### src/rtl/hc595_pkg.sv
// ---------------------------------------------------------------------------
// hc595_pkg
// Shared definitions for the 74HC595 chain driver:
//   - BITS_PER_CHIP : width of one 595 shift register
//   - state_t       : transfer FSM state encoding
//   - clog2_min1    : counter-width helper that never returns zero
// ---------------------------------------------------------------------------
package hc595_pkg;

    localparam int BITS_PER_CHIP = 8;

    typedef enum logic [2:0] {
        ST_IDLE   = 3'd0,
        ST_SH_LO  = 3'd1,
        ST_SH_HI  = 3'd2,
        ST_LT_SET = 3'd3,
        ST_LT_HI  = 3'd4
    } state_t;

    // Width of a counter holding 0..n-1; a divide-by-1 counter still needs one bit
    function automatic int clog2_min1(input int n);
        return (n <= 2) ? 1 : $clog2(n);
    endfunction

endpackage

### src/rtl/hc595_chain_driver_if.sv
// ---------------------------------------------------------------------------
// hc595_chain_driver_if
// Word-level request side of the 595 chain driver.
//   data_in    : parallel word to shift out (W bits)
//   data_valid : word available
//   data_ready : driver idle; word accepted when data_valid && data_ready
//   blank      : 1 forces the 595 outputs off
//   done       : one-cycle pulse once the word has been latched
// master = word source, slave = chain driver.
// ---------------------------------------------------------------------------
interface hc595_chain_driver_if #(
    parameter int W = 16
);
    logic [W-1:0] data_in;
    logic         data_valid;
    logic         data_ready;
    logic         blank;
    logic         done;

    modport master (
        output data_in,
        output data_valid,
        output blank,
        input  data_ready,
        input  done
    );

    modport slave (
        input  data_in,
        input  data_valid,
        input  blank,
        output data_ready,
        output done
    );
endinterface

### src/rtl/hc595_tick_gen.sv
// ---------------------------------------------------------------------------
// hc595_tick_gen
// Divides clk by CLK_DIV and produces a one-cycle tick enable every CLK_DIV
// cycles. clr restarts the count so the first tick after a clear arrives
// exactly CLK_DIV cycles later.
// Ports:
//   clk   in  system clock
//   rst_n in  synchronous active-low reset
//   clr   in  synchronous counter clear
//   tick  out high on the last cycle of each CLK_DIV period
// ---------------------------------------------------------------------------
module hc595_tick_gen
    import hc595_pkg::*;
#(
    parameter int CLK_DIV = 2
) (
    input  logic clk,
    input  logic rst_n,
    input  logic clr,
    output logic tick
);
    localparam int            CW   = clog2_min1(CLK_DIV);
    localparam logic [CW-1:0] LAST = CW'(CLK_DIV - 1);

    logic [CW-1:0] cnt_r;

    // Free-running divide counter with synchronous clear
    always_ff @(posedge clk) begin
        if (!rst_n) begin
            cnt_r <= '0;
        end else if (clr) begin
            cnt_r <= '0;
        end else if (cnt_r == LAST) begin
            cnt_r <= '0;
        end else begin
            cnt_r <= cnt_r + CW'(1);
        end
    end

    assign tick = (cnt_r == LAST);

endmodule

### src/rtl/hc595_chain_driver.sv
// ---------------------------------------------------------------------------
// hc595_chain_driver
// Serial driver for NUM_CHIPS cascaded 74HC595s. A word accepted over the
// valid/ready interface is shifted out on ds/shcp (one tick per shcp level),
// then stcp is pulsed to latch it and done is pulsed for one cycle.
// oe stays high (outputs off) from reset until the first complete latch, so
// the chain never shows garbage; after that oe follows blank.
// Ports:
//   sys_clk    in  system clock
//   sys_rst_n  in  synchronous active-low reset
//   bus        slave side of hc595_chain_driver_if (data/valid/ready/blank/done)
//   shcp       out shift clock to the chain
//   ds         out serial data to the first 595
//   stcp       out storage (latch) clock
//   oe         out output enable, active-low
// All outputs are registered.
// ---------------------------------------------------------------------------
module hc595_chain_driver
    import hc595_pkg::*;
#(
    parameter int NUM_CHIPS = 2,
    parameter int CLK_DIV   = 2,
    parameter bit MSB_FIRST = 1'b1
) (
    input  logic                 sys_clk,
    input  logic                 sys_rst_n,
    hc595_chain_driver_if.slave  bus,
    output logic                 shcp,
    output logic                 ds,
    output logic                 stcp,
    output logic                 oe
);
    localparam int W   = BITS_PER_CHIP * NUM_CHIPS;
    localparam int BCW = $clog2(W + 1);

    state_t         state_r;
    state_t         state_s;
    logic [W-1:0]   sreg_r;
    logic [W-1:0]   sreg_s;
    logic [BCW-1:0] bit_cnt_r;
    logic [BCW-1:0] bit_cnt_s;
    logic           armed_r;
    logic           armed_s;
    logic           ready_r;
    logic           done_r;
    logic           done_s;
    logic           accept_s;
    logic           tick_s;
    logic           head_s;
    logic           ds_s;
    logic           shcp_r;
    logic           ds_r;
    logic           stcp_r;
    logic           oe_r;

    hc595_tick_gen #(
        .CLK_DIV (CLK_DIV)
    ) u_tick (
        .clk   (sys_clk),
        .rst_n (sys_rst_n),
        .clr   (accept_s),
        .tick  (tick_s)
    );

    // Next-state logic: FSM, shift register and bit counter
    always_comb begin
        state_s   = state_r;
        sreg_s    = sreg_r;
        bit_cnt_s = bit_cnt_r;
        done_s    = 1'b0;
        accept_s  = 1'b0;
        case (state_r)
            ST_IDLE: begin
                if (bus.data_valid && ready_r) begin
                    accept_s  = 1'b1;
                    sreg_s    = bus.data_in;
                    bit_cnt_s = '0;
                    state_s   = ST_SH_LO;
                end else begin
                    state_s   = ST_IDLE;
                end
            end
            ST_SH_LO: begin
                if (tick_s) begin
                    state_s = ST_SH_HI;
                end else begin
                    state_s = ST_SH_LO;
                end
            end
            ST_SH_HI: begin
                if (tick_s) begin
                    // The bit just clocked in leaves; the next one moves to the head
                    if (MSB_FIRST) begin
                        sreg_s = {sreg_r[W-2:0], 1'b0};
                    end else begin
                        sreg_s = {1'b0, sreg_r[W-1:1]};
                    end
                    if (bit_cnt_r == BCW'(W - 1)) begin
                        state_s = ST_LT_SET;
                    end else begin
                        bit_cnt_s = bit_cnt_r + BCW'(1);
                        state_s   = ST_SH_LO;
                    end
                end else begin
                    state_s = ST_SH_HI;
                end
            end
            ST_LT_SET: begin
                if (tick_s) begin
                    state_s = ST_LT_HI;
                end else begin
                    state_s = ST_LT_SET;
                end
            end
            ST_LT_HI: begin
                if (tick_s) begin
                    state_s = ST_IDLE;
                    done_s  = 1'b1;
                end else begin
                    state_s = ST_LT_HI;
                end
            end
            default: begin
                state_s = ST_IDLE;
            end
        endcase
    end

    // Output decode from the next state so pins change together with the state
    always_comb begin
        head_s  = MSB_FIRST ? sreg_s[W-1] : sreg_s[0];
        armed_s = armed_r | done_s;
        if ((state_s == ST_SH_LO) || (state_s == ST_SH_HI)) begin
            ds_s = head_s;
        end else begin
            ds_s = 1'b0;
        end
    end

    // State, datapath and registered pin outputs
    always_ff @(posedge sys_clk) begin
        if (!sys_rst_n) begin
            state_r   <= ST_IDLE;
            sreg_r    <= '0;
            bit_cnt_r <= '0;
            armed_r   <= 1'b0;
            ready_r   <= 1'b1;
            done_r    <= 1'b0;
            shcp_r    <= 1'b0;
            ds_r      <= 1'b0;
            stcp_r    <= 1'b0;
            oe_r      <= 1'b1;
        end else begin
            state_r   <= state_s;
            sreg_r    <= sreg_s;
            bit_cnt_r <= bit_cnt_s;
            armed_r   <= armed_s;
            ready_r   <= (state_s == ST_IDLE);
            done_r    <= done_s;
            shcp_r    <= (state_s == ST_SH_HI);
            ds_r      <= ds_s;
            stcp_r    <= (state_s == ST_LT_HI);
            oe_r      <= armed_s ? bus.blank : 1'b1;
        end
    end

    assign bus.data_ready = ready_r;
    assign bus.done       = done_r;
    assign shcp           = shcp_r;
    assign ds             = ds_r;
    assign stcp           = stcp_r;
    assign oe             = oe_r;

endmodule

### src/flat_wrapper.sv
// flat-port wrapper written by rule: the top's interface ports become plain ports
module hc595_chain_driver_flat import hc595_pkg::*;
#(
    parameter int NUM_CHIPS = 2,
    parameter int CLK_DIV   = 2,
    parameter bit MSB_FIRST = 1'b1
)
  (sys_clk, sys_rst_n, shcp, ds, stcp, oe, bus_data_in, bus_data_valid, bus_blank, bus_data_ready, bus_done);
  hc595_chain_driver_if #(.W(16)) bus_i ();
  input  logic sys_clk;
  input  logic sys_rst_n;
  output logic shcp;
  output logic ds;
  output logic stcp;
  output logic oe;
  input wire logic [$bits(bus_i.data_in)-1:0] bus_data_in;
  input wire logic [$bits(bus_i.data_valid)-1:0] bus_data_valid;
  input wire logic [$bits(bus_i.blank)-1:0] bus_blank;
  output wire logic [$bits(bus_i.data_ready)-1:0] bus_data_ready;
  output wire logic [$bits(bus_i.done)-1:0] bus_done;
  assign bus_i.data_in = bus_data_in;
  assign bus_i.data_valid = bus_data_valid;
  assign bus_i.blank = bus_blank;
  assign bus_data_ready = bus_i.data_ready;
  assign bus_done = bus_i.done;
  hc595_chain_driver #(.NUM_CHIPS(NUM_CHIPS), .CLK_DIV(CLK_DIV), .MSB_FIRST(MSB_FIRST)) u_core (.sys_clk(sys_clk), .sys_rst_n(sys_rst_n), .bus(bus_i), .shcp(shcp), .ds(ds), .stcp(stcp), .oe(oe));
endmodule
### config.mk
export PLATFORM = sky130hd
export DESIGN_NAME = hc595_chain_driver_flat
export DESIGN_NICKNAME = d
export VERILOG_FILES = /design/src/rtl/hc595_pkg.sv /design/src/rtl/hc595_chain_driver_if.sv /design/src/rtl/hc595_tick_gen.sv /design/src/rtl/hc595_chain_driver.sv /design/src/flat_wrapper.sv
export SDC_FILE = /design/constraint.sdc
export NUM_CORES = 1
export LEC_CHECK = 0
export ABC_CLOCK_PERIOD_IN_PS = 1900
export CORE_ASPECT_RATIO = 0.5
export CORE_MARGIN = 4
export CORE_UTILIZATION = 25
export DETAILED_ROUTE_END_ITERATION = 6
export MAX_ROUTING_LAYER = met4
export SETUP_SLACK_MARGIN = 0.05
export SLEW_MARGIN = 20
export SYNTH_ARGS = -nofsm -noshare
export SYNTH_HDL_FRONTEND = slang
export SYNTH_HIERARCHICAL = 1
export SYNTH_SLANG_ARGS = --single-unit
### constraint.sdc
create_clock -name sys_clk -period 1.9 [get_ports sys_clk]
set_clock_uncertainty 0.15 [all_clocks]
set_input_delay 0.38 -clock sys_clk [delete_from_list [all_inputs] [get_ports sys_clk]]
set_output_delay 0.38 -clock sys_clk [all_outputs]
set_load 0.01 [all_outputs]
* Word-level counts from Yosys, hierarchy flattened
Cells that the tools add are included.
Operators by class: mux-type cells 18, reduce and logical (&&, ||, !) cells 10, equal/unequal tests 11, bitwise logic cells 2, $add $sub $neg 2
Operator list (number):
- 16-bit two-way mux | 2
- 16-bit one-hot mux with 2 select lines | 1
- 5-bit two-way mux | 3
- 3-bit one-hot mux with 5 select lines | 1
- 5-bit one-hot mux with 2 select lines | 1
- 3-bit by 2-bit == test with 1-bit output, second input constant | 3
- 3-bit by 1-bit == test with 1-bit output, second input constant | 2
- 3-bit == test, second input constant | 2
- 3-bit logical NOT | 2
- 2-bit two-way mux | 3
- 3-bit two-way mux | 2
- 5-bit by 1-bit adder with 5-bit output, second input constant | 1
- 5-bit by 4-bit == test with 1-bit output, second input constant | 1
- 1-bit two-way mux | 5
- 2-bit inequality test, second input constant | 2
- 2-bit AND reduction | 2
- 4-bit AND reduction | 1
- 3-bit AND reduction | 1
- 3-bit OR reduction | 1
- 2-bit by 1-bit inequality test with 1-bit output, second input constant | 1
- 2-bit nonzero test | 1
- 1-bit adder, second input constant | 1
- 1-bit logical AND | 1
- 1-bit logical OR | 1
- 2 further kinds | 2
Word-level totals: logic and storage cells 55, output and inout port bits 6, register bits 32, input port bits 20

* Depth between registers and ports, before layout
depth in word-level cells 7, depth in mapped cells 7, depth with buffers taken out 7

* By module
Netlist, hierarchy kept.
Modules (own cells, without submodules):
- hc595_chain_driver | times used 1, area each 1292.5 um2, cells each 144, sequential area each 620.6 um2
- hc595_tick_gen | times used 1, area each 32.5 um2, cells each 2, sequential area each 20.0 um2

* Worst setup path before layout
Ideal clock, no wire load.
kind register -> register, start point reg u_core.bit_cnt_r[0], end point reg u_core.bit_cnt_r[1], slack 0.010 ns, arrival 1.623 ns, stages on the path, launching flop included 8, period minus slack after synthesis 1.890 ns, data required time 1.633 ns, buffers on the path 0, setup time 0.117 ns, cells stage by stage dfxtp_1 > ha_1 > and3_1 > ha_1 > nand3b_1 > a21oi_1 > mux2i_1 > nor2_1
On the way: word-level cells in the longest chain between the ends 4, elaborated cells between the ends (all ways) 7, classes of those cells add/sub (1); eq/ne (2); mux (3); reduce/logical (1)
Ends and longest elaborated chain:
- start, declared | line hc595_chain_driver.sv:40 | logic [BCW-1:0] bit_cnt_r;
- start signal, assigned | line hc595_chain_driver.sv:156 | bit_cnt_r <= bit_cnt_s;
- 5-bit by 1-bit adder with 5-bit output | line hc595_chain_driver.sv:101 | bit_cnt_s = bit_cnt_r + BCW'(1);
- 5-bit two-way mux | line hc595_chain_driver.sv:98 | if (bit_cnt_r == BCW'(W - 1)) begin
- 5-bit two-way mux | line hc595_chain_driver.sv:91 | if (tick_s) begin
- 5-bit one-hot mux with 2 select lines | line hc595_chain_driver.sv:72 | case (state_r)
Several ways; a longest one is shown, not always the timed one. The select of a mux whose other input is x is not followed. A chain may end at the register's enable or synchronous reset.

* Final worst setup path
start point reg u_core.bit_cnt_r[1], end point reg u_core.bit_cnt_r[1]
Same word-level chain as after synthesis.

==> flow_metrics.tcl <==
set metrics [dict create \
    status "finished clean" \
    final_area_um2 1880 \
    post-place-ws_ns -0.0853 \
    place_inst 243 \
    first_iter_violations 31 \
    finalSetupViolCount 0 \
    pin_count 26 \
    netSwitchingFraction_pct 24.9 \
    gr-total-overflow 0 \
    p_clk_share_pct 37.6 \
    wl_per_cell_um 11.7 \
    cts_sinks 32 \
    drc 0 \
    tightestPinTransition_ns 0.333 \
    core_area_um2 5020 \
    min_path_type "reg -> reg" \
    io_buffers 25 \
    grtUsageMet2_pct 15.9 \
    startpoint "u_core/bit_cnt_r[1]" \
    hold_violations 0 \
    finalPower_mw 1.68 \
    antennaDiodeCount 0 \
    final_core_util_pct 37.5 \
    ir_drop_uv 330 \
    cts.path.max_buffers 2 \
    layout-drive-gt1-share_pct 18.5 \
    r2r.worst_path.cells 7 \
    grtUsageMet3_pct 2.75 \
    final.setup.tns_ns 0 \
    ys_seq_elements 32 \
    fmax_mhz 541 \
    place_area_um2 1690 \
    worstSkewPairLatency_ns 0.27 \
    fp.dieArea_um2 6600 \
    syn_nets 168 \
    synth_flop_cell "dfxtp_1" \
    layout_common_cells "dfxtp_1, clkdlybuf4s50_1, a21oi_1, nand2_1, a22oi_1" \
    synth_top_area_share_pct 48.3 \
    die_w_um 111 \
    yosysUniqueCellTypes 35 \
    netlist_instances 146 \
    maxCapViolCount 0 \
    avgSynthCellArea_um2 9.08 \
    wirelength_mm 2.98 \
    synth_area_leaders "dfxtp_1, a22oi_1, a21oi_1" \
    use_met1_pct 10.5 \
    hpwl_mm 2.15 \
    rsz0062_at_grt "true" \
    tritoncts "done" \
    vias 1151 \
    grt_pass1_vias 1086 \
    area_growth_pct 42.0 \
    p_int_mw 1.26 \
    timing.slew.headroom_pct 77.5 \
    clk_pin_slew_ns 0.07 \
    gp_congestion 0.824 \
    cellPowerDensity_nw_per_um2 891 \
    synth_area_um2 1330 \
    reg_top3 "u_core/sreg_r: 16 flops, u_core/bit_cnt_r: 5 flops, u_core/state_r: 3 flops" \
    final.period_utilization_pct 97.2 \
    largest_register_ff_count 16 \
    crit_path_start_kind "flop" \
    finalNonFillerCells 254 \
    die_h_um 59.5 \
    viasPerCell 4.53 \
    power_leakage_nw 0.680 \
    max_flop_register "u_core/sreg_r" \
    p_comb_share_pct 16.9 \
    seqPwrFrac_pct 45.4 \
    nNetsFinal 205 \
    yosys.area.top_type "dfxtp_1" \
    drv_slew 0 \
    p_switching_mw 0.417 \
    rows 18 \
    required_ns 1.91 \
    grt_pass1_wl_mm 4.74 \
    worst_ep_arrival_time_ns 1.86 \
    yosys_warnings 6 \
    timing.final.ws_setup_ns 0.0527 \
    dr.pass1.iters 4 \
    hold_ws_ns 0.300 \
    antenna_found_initial 0 \
    synth_seq_area_share_pct 48.3 \
    grt_start_max_net_pins 19 \
    worstHoldPathCells 2 \
    async_reset_ff_share_pct 0 \
    htreeDepth 2 \
    worstHoldStart "u_core/sreg_r[14]" \
    synth_edf_count 0 \
    postRouteAntennaNets 0 \
    end_kind "flop" \
    cts_buffers 5 \
    crit_type "reg -> reg" \
    start_util_pct 26.4 \
    path_max_fanout 4 \
    cts-root-buf "clkbuf_8" \
    reg2reg_from "u_core/bit_cnt_r[1]" \
    layout_min_cycle_time_ns 1.85 \
    grt_use_total_pct 9.27 \
    layout_commonest_cell "dfxtp_1" \
    busiest_layer "met2" \
]
## power groups by stage
stage | Clock [mW] | Combinational, mW | Sequential [mW]
final | 0.630 | 0.284 | 0.762
after global routing | 0.684 | 0.315 | 0.768
after CTS | 0.652 | 0.285 | 0.759
after detailed placement | 0 | 0.268 | 0.773
after global placement | 0 | 0.258 | 0.771
after floorplan | 0 | 0.171 | 0.757
## kinds of logic after synthesis
logic type | synth area share [%]
and+or+nand+nor | 19.5
DFF | 48.3
adders and majority gates | 1.89
AOI/OAI and AO/OA | 22.8
buffers and inverters | 4.82
muxes | 0.755
xor gates and xnor gates | 1.98
## worst max-delay path, cell delays in order (launching register included)
cell,delay [ns]
dfxtp_2,0.34
ha_4,0.16
and3_4,0.17
ha_4,0.15
nand3b_1,0.26
a21oi_4,0.25
mux2i_1,0.21
nor2_1,0.05
## final cells by class
class | count | area [um^2]
clock buffers | 5 | 68.8
flip-flops and latches | 32 | 643
repair buffers | 37 | 340
fillers | 492 | 3140
multi-input cells | 101 | 677
well taps | 70 | 87.6
inverters | 6 | 22.5
clock inverters | 3 | 42.5
## synth_stat cells (2+ instances only)
cell and instances:
buf_2 3, clkbuf_1 2, a21oi_1 20, inv_1 4, ha_1 2, nand3b_1 4, nor2_1 8, dfxtp_1 32
o21ai_0 3, nand2_1 19, and2_1 5, xnor2_1 3, a211oi_1 3, and3_1 4, a22oi_1 14
## repair_timing
action / 4_1_cts / 5_1_grt
pin swaps: 3 / 3
hold buffers: 0 / 0
endpoints found under the setup margin: 5 / 5
buffers inserted: 1 / 2
gates resized for setup: 10 / 1
endpoints found under the hold margin: 0 / 0
## routing by layer
metal,part of all wire (%),vias up,wire length (um)
met5,0,-,0
met4,0.77,0,23
met3,2.8,2,84
met2,50,17,1490
met1,46,541,1380
li1,-,591,-
## path summary, 6_finish.rpt
check                                      endpoint  slack [ns]
worst max-delay path            u_core/bit_cnt_r[1]        0.05
worst min-delay path              u_core/sreg_r[14]        0.30
worst max register to register  u_core/bit_cnt_r[1]        0.05
worst min register to register    u_core/sreg_r[14]        0.30
Note: power is estimated with default switching activity, not from simulation.
